--- src/rtl/fifo_uart_pkg.sv ---
// fifo_uart_pkg: shared types and constants for the FIFO-fed UART transmitter.
// Optional feature macro: FIFO_UART_PARITY_EN (adds an even-parity bit per frame).
package fifo_uart_pkg;

    localparam int DATA_W_DEF       = 8;
    // Frame lengths in bit periods: start + data + stop, optionally + parity.
    localparam int FRAME_BITS_NOPAR = DATA_W_DEF + 2;
    localparam int FRAME_BITS_PAR   = DATA_W_DEF + 3;

`ifdef FIFO_UART_PARITY_EN
    typedef enum logic [2:0] {
        ST_IDLE   = 3'd0,
        ST_REQ    = 3'd1,
        ST_LOAD   = 3'd2,
        ST_START  = 3'd3,
        ST_DATA   = 3'd4,
        ST_PARITY = 3'd5,
        ST_STOP   = 3'd6
    } uart_state_t;

    // Even parity: XOR of all data bits (zero-extension does not change it).
    function automatic logic even_parity(input logic [31:0] d);
        return ^d;
    endfunction
`else
    typedef enum logic [2:0] {
        ST_IDLE  = 3'd0,
        ST_REQ   = 3'd1,
        ST_LOAD  = 3'd2,
        ST_START = 3'd3,
        ST_DATA  = 3'd4,
        ST_STOP  = 3'd6
    } uart_state_t;
`endif

endpackage

--- src/rtl/fifo_uart_tx_baud.sv ---
// uart_baud_cnt: bit-period counter; bit_tick marks the last cycle of each bit.
module uart_baud_cnt #(
    parameter int CLKS_PER_BIT = 16,
    parameter int CNT_W        = $clog2(CLKS_PER_BIT)
) (
    input  logic             clk,
    input  logic             rst,
    input  logic             clear,
    output logic [CNT_W-1:0] cnt,
    output logic             bit_tick
);

    assign bit_tick = (cnt == CNT_W'(CLKS_PER_BIT - 1));

    // Count clock cycles within a bit, wrapping to zero at the bit boundary
    always_ff @(posedge clk) begin
        if (rst || clear) begin
            cnt <= '0;
        end else if (bit_tick) begin
            cnt <= '0;
        end else begin
            cnt <= cnt + 1'b1;
        end
    end

endmodule

--- src/rtl/fifo_uart_tx.sv ---
// fifo_uart_tx: pulls bytes from an upstream FIFO and sends them as 8N1-style
// UART frames (start, DATA_W bits LSB first, [even parity], stop).
// Optional feature macro: FIFO_UART_PARITY_EN.
module fifo_uart_tx
    import fifo_uart_pkg::*;
#(
    parameter int CLKS_PER_BIT = 16,
    parameter int DATA_W       = DATA_W_DEF
) (
    input  logic              clk,
    input  logic              rst,
    input  logic              fifo_empty,
    input  logic              fifo_full,
    input  logic              fifo_wr,
    input  logic [DATA_W-1:0] fifo_dout,
    output logic              fifo_rd,
    output logic              tx,
    output logic              busy,
    output logic              tx_done
);

    localparam int CNT_W = $clog2(CLKS_PER_BIT);
    localparam int BIT_W = (DATA_W > 1) ? $clog2(DATA_W) : 1;

    uart_state_t       state_r;
    logic [DATA_W-1:0] shift_r;
    logic [BIT_W-1:0]  bit_cnt_r;
    logic              tx_r;
    logic              busy_r;
    logic              tx_done_r;
`ifdef FIFO_UART_PARITY_EN
    logic              parity_r;
`endif

    logic [CNT_W-1:0]  baud_cnt_s;
    logic              bit_tick_s;
    logic              baud_clear_s;
    logic              rd_accept_s;
    logic              done_next_s;

    // The FIFO gives a simultaneous non-full write priority over our read.
    assign fifo_rd      = (state_r == ST_REQ);
    assign rd_accept_s  = fifo_rd && !fifo_empty && !(fifo_wr && !fifo_full);
    // Baud counter only runs while a bit is on the line.
    assign baud_clear_s = (state_r == ST_IDLE) || (state_r == ST_REQ) || (state_r == ST_LOAD);
    // Registered tx_done must be set one cycle ahead of the last stop-bit cycle.
    assign done_next_s  = (state_r == ST_STOP) && (baud_cnt_s == CNT_W'(CLKS_PER_BIT - 2));

    assign tx      = tx_r;
    assign busy    = busy_r;
    assign tx_done = tx_done_r;

    uart_baud_cnt #(
        .CLKS_PER_BIT (CLKS_PER_BIT),
        .CNT_W        (CNT_W)
    ) u_baud (
        .clk      (clk),
        .rst      (rst),
        .clear    (baud_clear_s),
        .cnt      (baud_cnt_s),
        .bit_tick (bit_tick_s)
    );

    // Frame sequencer: state, shift register, bit counter and registered line outputs
    always_ff @(posedge clk) begin
        if (rst) begin
            state_r   <= ST_IDLE;
            shift_r   <= '0;
            bit_cnt_r <= '0;
            tx_r      <= 1'b1;
            busy_r    <= 1'b0;
            tx_done_r <= 1'b0;
`ifdef FIFO_UART_PARITY_EN
            parity_r  <= 1'b0;
`endif
        end else begin
            tx_done_r <= done_next_s;
            case (state_r)
                ST_IDLE: begin
                    if (!fifo_empty) begin
                        state_r <= ST_REQ;
                        busy_r  <= 1'b1;
                    end else begin
                        busy_r  <= 1'b0;
                    end
                end
                ST_REQ: begin
                    if (rd_accept_s) begin
                        state_r <= ST_LOAD;
                    end else if (fifo_empty) begin
                        state_r <= ST_IDLE;
                        busy_r  <= 1'b0;
                    end else begin
                        state_r <= ST_REQ;
                    end
                end
                ST_LOAD: begin
                    // Registered FIFO data is valid the cycle after acceptance.
                    shift_r   <= fifo_dout;
`ifdef FIFO_UART_PARITY_EN
                    parity_r  <= even_parity(32'(fifo_dout));
`endif
                    bit_cnt_r <= '0;
                    tx_r      <= 1'b0;
                    state_r   <= ST_START;
                end
                ST_START: begin
                    if (bit_tick_s) begin
                        tx_r    <= shift_r[0];
                        shift_r <= shift_r >> 1'b1;
                        state_r <= ST_DATA;
                    end
                end
                ST_DATA: begin
                    if (bit_tick_s) begin
                        if (bit_cnt_r == BIT_W'(DATA_W - 1)) begin
                            bit_cnt_r <= '0;
`ifdef FIFO_UART_PARITY_EN
                            tx_r      <= parity_r;
                            state_r   <= ST_PARITY;
`else
                            tx_r      <= 1'b1;
                            state_r   <= ST_STOP;
`endif
                        end else begin
                            bit_cnt_r <= bit_cnt_r + 1'b1;
                            tx_r      <= shift_r[0];
                            shift_r   <= shift_r >> 1'b1;
                        end
                    end
                end
`ifdef FIFO_UART_PARITY_EN
                ST_PARITY: begin
                    if (bit_tick_s) begin
                        tx_r    <= 1'b1;
                        state_r <= ST_STOP;
                    end
                end
`endif
                ST_STOP: begin
                    if (bit_tick_s) begin
                        state_r <= ST_IDLE;
                        // Stay busy across the idle cycle when another byte is waiting.
                        busy_r  <= !fifo_empty;
                    end
                end
                default: begin
                    state_r <= ST_IDLE;
                    tx_r    <= 1'b1;
                    busy_r  <= 1'b0;
                end
            endcase
        end
    end

endmodule

--- config.mk ---
export PLATFORM = sky130hd
export DESIGN_NAME = fifo_uart_tx
export DESIGN_NICKNAME = d
export VERILOG_FILES = /design/src/rtl/fifo_uart_pkg.sv /design/src/rtl/fifo_uart_tx_baud.sv /design/src/rtl/fifo_uart_tx.sv
export SDC_FILE = /design/constraint.sdc
export NUM_CORES = 1
export LEC_CHECK = 0
export CORE_UTILIZATION = 57
export CTS_CLUSTER_DIAMETER = 80
export DETAILED_ROUTE_END_ITERATION = 16
export PLACE_DENSITY_LB_ADDON = 0.15
export SLEW_MARGIN = 0
export SYNTH_ARGS = -nofsm -noshare
export SYNTH_HDL_FRONTEND = slang
export SYNTH_HIERARCHICAL = 1
export SYNTH_SLANG_ARGS = --single-unit
--- constraint.sdc ---
create_clock -name clk -period 4.9 [get_ports clk]
set_clock_uncertainty 0.15 [all_clocks]
set_input_delay 0.98 -clock clk [delete_from_list [all_inputs] [get_ports clk]]
set_output_delay 0.98 -clock clk [all_outputs]
set_load 0.02 [all_outputs]
==> summary.md, run 1 <==
| Metric | Value |
|---|---|
| Drt initial violations | `35` |
| Max-Cap Viols | `0` |
| Power Density | `279 mW/mm2` |
| Crit Path Class | `register to output pin` |
| Most used DFF post-synth | `dfxtp_1` |
| Final worst-path cycle share | `64.9%` |
| Worst Setup Start Kind | `register` |
| Fraction of registers with async set/reset | `0%` |
| Initial Util | `61.2%` |
| Most used routing layer | `met2` |
| Non-Filler Instances | `187` |
| Setup bufs post-CTS | `0` |
| Die Area | `0.00232 mm2` |
| DIE HEIGHT | `48.1 um` |
| Dpl cells | `183` |
| # DRC | `0` |
| Total leakage power | `0.489 nW` |
| Antenna diodes | `0` |
| Worst vdd ir | `0.000170 V` |
| First-pass DRT Iterations | `4` |
| Synthesized area per cell | `7.98 um2` |
| Port Buffers | `16` |
| Layout area overhead | `14.1%` |
| HP Class | `register to register` |
| Final Hold Fails | `0` |
| Pin count of the biggest net entering global routing | `33` |
| Required time of the critical path | `3770 ps` |
| Synth Warn # | `6` |
| GR Util met2 | `38.4%` |
| Std-Cell Rows | `16` |
| Outcome | `completed` |
| Multi-input logic area | `732 um2` |
| Core area | `0.00198 mm2` |
| Most common cell after layout, fill and taps aside | `dfxtp_1` |
| Vias in the first global route | `939` |
| Dpl hpwl | `1.81 mm` |
| Clk Latency, worst-skew pair | `300 ps` |
| First-pass GRT wire length | `3.92 mm` |
| Total number of vias | `1148` |
| Synth top area share | `34.7%` |
| M1 GR Usage | `31.8%` |
| Reg clk slew, reported paths | `120 ps` |
| Final setup violating endpoints | `0` |
| Cts bufs inserted | `3` |
| Syn nets | `168` |
| Initial antenna violation count | `0` |
| Num Clock Sinks | `21` |
| Critical Path End Type | `output pin` |
| Synthesized cell area | `0.00121 mm2` |
| GRT overflow | `0` |
| Final RePlAce weighted congestion | `0.798` |
| RSZ-0062 raised after global routing | `false` |
| GRT Overall Usage | `24.3%` |
| # IOs | `17` |
| Met3 Use GR | `4.44%` |
| Clock Tree Buf Depth | `2` |
| FMAX | `0.314 GHz` |
| Worst slew margin | `39.8%` |
| Worst Path Arrival | `2050 ps` |
| Layout cells sized above 1 | `5.00%` |
| Routed len/inst | `13.6 um` |
| Most frequent cells in the layout | `dfxtp_1 (21), nor2_1 (16), clkdlybuf4s50_1 (16)` |
| Util after Layout | `69.8%` |
| Hold buffer count at cts | `0` |
| Leading area contributor after synthesis | `dfxtp_1` |
| Vias per Instance | `6.14` |
| PostCTS Resize Cnt | `0` |
| Root Buffer | `clkbuf_4` |
| Hold WS | `328 ps` |
| Area contributors post-synth | `dfxtp_1 (35%), o21ai_0 (6.2%), nand2b_1 (5.2%), nor2_1 (5.0%), a21oi_1 (3.7%)` |
| DRT antenna net count | `0` |
| FF/Latch Area | `420 um2` |
| Tightest Pin Transition | `902 ps` |
| Max-slew violation count | `0` |
| H-tree depth | `1` |
| Filler instances | `171` |
| Synth cell types | `38` |
| Final Critical Period | `3180 ps` |
| Post-synth EDFFs | `0` |
| Setup TNS | `0 ps` |
| Syn Inst Count | `152` |
| Die W | `48.1 um` |
| Proportion of synthesized chip area in sequential cells | `34.7%` |
| CP Max Fanout | `25` |
| Nets | `177` |
| Final wirelength | `2.54 mm` |
| CTS tree | `done` |
| Synth Register Bits | `21` |
## per-layer routing
metal | share of wire (%) | routed length, um
met5 | 0 | 0
met3 | 5.2 | 132
met4 | 1.3 | 34
met1 | 47 | 1200
met2 | 46 | 1180
## worst paths after layout
path	start	endpoint	slack (ps)	cells past startpoint
worst max-delay path	state_r[2]$_SDFFE_PP0P_	fifo_rd	1720	3
worst min-delay path	u_baud/cnt[0]$_SDFF_PP0_	u_baud/cnt[0]$_SDFF_PP0_	330	1
worst min register to register	u_baud/cnt[0]$_SDFF_PP0_	u_baud/cnt[0]$_SDFF_PP0_	330	1
worst max register to register	state_r[2]$_SDFFE_PP0P_	shift_r[6]$_SDFFE_PP0P_	2340	4
## worst max-delay path, stage by stage, from the launching register on
cell and delay [ps]:
dfxtp_1 810, nand2b_1 300, nor2_1 60, clkdlybuf4s50_1 570
## layout make-up
cell class              instances  area share (%)
well taps                      27            2.44
inverters                       3           0.814
flip-flops and latches         21            30.4
multi-input cells             116            52.9
clock buffers                   4            1.90
repair buffers                 16            11.6
## stage by stage
step	instance area [um2]	worst slack, ps	power [mW]
detailed placement	1360	2090	0.307
floorplan	1210	2750	0.277
finish	1380	1720	0.386
global route	1380	1570	0.408
CTS	1380	1730	0.390
global placement	1360	2120	0.302
## state kept, by name (all words and copies together), names as in the netlist
name	cells
bit_cnt_r	3
busy	1
shift_r	8
state_r	3
tx	1
tx_done	1
u_baud/cnt	4
## cells in the mapped netlist (all sizes together), types with 2 or more instances
library cell	count
nor3b	6
a22o	2
mux2i	3
nand3b	2
dfxtp	21
nor2	17
o221ai	5
o22ai	7
o21ai	15
nand3	5
a21oi	9
and3	2
nand2	8
nor2b	2
a311oi	2
nor3	2
o31ai	2
ha	3
clkbuf	11
nand2b	10
inv	3
a211oi	2
## logic make-up after synthesis
kind of cell | Yosys count | synth area share (%)
AND/OR/NAND/NOR | 58 | 26.1
AO/OA/AOI/OAI | 49 | 26.3
flip-flops | 21 | 34.7
buffers and inverters | 15 | 4.95
multiplexers | 4 | 3.41
adder cells (fa/ha/maj) | 3 | 3.10
XOR/XNOR | 2 | 1.45
## power breakdown
| part | leakage, nW | switching, mW | internal, mW |
|---|---|---|---|
| Clock | 0.0150 | 0.0499 | 0.0317 |
| Sequential | 0.171 | 0.0234 | 0.183 |
| Combinational | 0.303 | 0.0482 | 0.0498 |
| Total | 0.489 | 0.122 | 0.265 |
Note: power is estimated with default switching activity, not from simulation.
==> run 2, diff against run 1 <==
--- a/config.mk
+++ b/config.mk
@@ -5,7 +5,8 @@
 export SDC_FILE = /design/constraint.sdc
 export NUM_CORES = 1
 export LEC_CHECK = 0
-export CORE_UTILIZATION = 57
+export CORE_ASPECT_RATIO = 1.75
+export CORE_UTILIZATION = 53
 export CTS_CLUSTER_DIAMETER = 80
 export DETAILED_ROUTE_END_ITERATION = 16
 export PLACE_DENSITY_LB_ADDON = 0.15
==> constraint.sdc (replaced) <==
create_clock -name clk -period 3.28 [get_ports clk]
set_clock_uncertainty 0.15 [all_clocks]
set_input_delay 0.656 -clock clk [delete_from_list [all_inputs] [get_ports clk]]
set_output_delay 0.656 -clock clk [all_outputs]
set_load 0.02 [all_outputs]
==> run 2 against run 1 <==
  * Sequential cell count unchanged
  * Critical path depth unchanged
  * Via count down 1.1%
  * Combinational power up 72%
  * Global-route usage up 0.49 points
  * Hold slack better by 4.2 ps
  * Cell area up 1.1%
  * Total power up 54%
==> summary.md, run 2 (synthesis results as in run 1) <==
| Metric | Value |
|---|---|
| Outcome | `completed` |
| First-pass GRT wire length | `4.48 mm` |
| Final Hold Fails | `0` |
| Switching power | `194 uW` |
| Vias in the first global route | `1031` |
| Tightest Pin Transition | `738 ps` |
| Layout area overhead | `15.4%` |
| FMAX | `0.350 GHz` |
| Top reg by flops | `shift_r` |
| Die W | `38.2 um` |
| Cts bufs inserted | `3` |
| Root Buffer | `clkbuf_4` |
| Regs by FF count | `shift_r x8, u_baud/cnt x4` |
| First-pass DRT Iterations | `4` |
| Initial Util | `57.2%` |
| Max-Cap Viols | `0` |
| Die Area | `0.00249 mm2` |
| Hold EP | `u_baud/cnt[0]$_SDFF_PP0_` |
| Max-slew violation count | `0` |
| H-tree depth | `1` |
| Worst Hold Depth | `1` |
| Core area | `0.00212 mm2` |
| Final setup violating endpoints | `0` |
| RR Endpoint | `shift_r[2]$_SDFFE_PP0P_` |
| GRT overflow | `0` |
| Required time of the critical path | `2470 ps` |
| Vias per Instance | `6.10` |
| Hold Crit Start | `u_baud/cnt[0]$_SDFF_PP0_` |
| Critical Path End Type | `output pin` |
| Hold buffer count at cts | `0` |
| Clock Tree Buf Depth | `2` |
| Reg-to-reg critical path startpoint | `state_r[2]$_SDFFE_PP0P_` |
| Worst reg-to-reg setup slack | `760 ps` |
| CTS tree | `done` |
| Worst Setup Start Kind | `register` |
| Nets | `179` |
| PostCTS Resize Cnt | `0` |
| FF/Latch Area | `420 um2` |
| Max reg flops | `8` |
| Most common cell after layout, fill and taps aside | `dfxtp_1` |
| Total leakage power | `0.498 nW` |
| Final wirelength | `2.66 mm` |
| Layout cells sized above 1 | `6.79%` |
| Initial antenna violation count | `0` |
| Cell area after layout | `0.00140 mm2` |
| DRT antenna net count | `0` |
| Reg clk slew, reported paths | `130 ps` |
| HP Class | `register to register` |
| Worst Path Arrival | `2050 ps` |
| RSZ-0062 raised after global routing | `false` |
| Worst slew margin | `50.7%` |
| CP Max Fanout | `25` |
| Register-to-Register Path Depth | `4` |
| Num Clock Sinks | `21` |
| Power share of the sequential group | `49.2%` |
| Final worst-path cycle share | `87.2%` |
| Std-Cell Rows | `22` |
| # IOs | `17` |
| Final RePlAce weighted congestion | `0.856` |
| Pin count of the biggest net entering global routing | `26` |
| Pwr Total | `594 uW` |
| DIE HEIGHT | `65.3 um` |
| Antenna diodes | `0` |
| Most frequent cells in the layout | `dfxtp_1 (21), nor2_1 (16), clkdlybuf4s50_1 (16)` |
| Drt initial violations | `23` |
| Multi-input logic area | `732 um2` |
| Post-DP Area | `0.00137 mm2` |
| Final Critical Period | `2860 ps` |
| Setup TNS | `0 ps` |
| Port Buffers | `16` |
| Setup bufs post-CTS | `0` |
| Worst vdd ir | `0.000254 V` |
| Internal power | `400 uW` |
| Logic gate share of total power | `28.2%` |
| # DRC | `0` |
| Crit Path Class | `register to output pin` |
| Routed len/inst | `14.3 um` |
| Clk Latency, worst-skew pair | `320 ps` |
| Filler instances | `192` |
| Total number of vias | `1135` |
| Sw Ratio | `32.7%` |
| Clock power frac | `22.5%` |
| Dpl hpwl | `1.92 mm` |
| Power Density | `424 mW/mm2` |
| GRT Overall Usage | `24.8%` |
==> run 2: routing by layer <==
metal,global-route usage [%],vias up,wire length [um]
li1,-,575,-
met2,42.8,26,1400
met1,27.8,527,1110
met3,3.04,7,70
met5,0,-,0
met4,13.4,0,72
==> run 2: worst max-delay path by stage <==
stage,startpoint,to,slack (ps),cells past startpoint
2_1_floorplan,u_baud/cnt[0]$_SDFF_PP0_,state_r[0]$_SDFFE_PP0P_,1380,8
3_3_place_gp,state_r[2]$_SDFFE_PP0P_,fifo_rd,830,3
3_5_place_dp,state_r[2]$_SDFFE_PP0P_,shift_r[2]$_SDFFE_PP0P_,790,4
4_1_cts,state_r[2]$_SDFFE_PP0P_,fifo_rd,430,3
5_1_grt,state_r[2]$_SDFFE_PP0P_,fifo_rd,260,3
6_report,state_r[2]$_SDFFE_PP0P_,fifo_rd,420,3
==> run 2: power by group through the flow <==
stage               sequential [mW]  clock (mW)  combinational [mW]
floorplan                     0.292           0               0.122
global placement              0.297           0               0.165
detailed placement            0.298           0               0.167
CTS                           0.292       0.140               0.168
global route                  0.295       0.150               0.185
finish                        0.292       0.134               0.168
==> run 2: critical path, cell delays in order, from the launching register on <==
cell	delay, ps
dfxtp_1	820
nand2b_1	290
nor2_1	60
clkdlybuf4s50_1	550
==> run 2: layout make-up <==
class                   count  area share [%]
multi-input cells         116            52.3
flip-flops and latches     21            30.1
repair buffers             18            12.5
well taps                  24            2.15
clock buffers               3            1.61
inverters                   3           0.805
clock inverters             1           0.537
==> run 2: stage by stage <==
step / setup WS (ps) / utilization (%) / hold WS [ps] / std cells
floorplan: 1380 / - / 275 / 152
global placement: 834 / 64.6 / 291 / 182
detailed placement: 794 / 64.6 / 309 / 182
CTS: 433 / 66.0 / 339 / 186
global route: 260 / 66.0 / 352 / 186
finish: 421 / 66.0 / 332 / 186
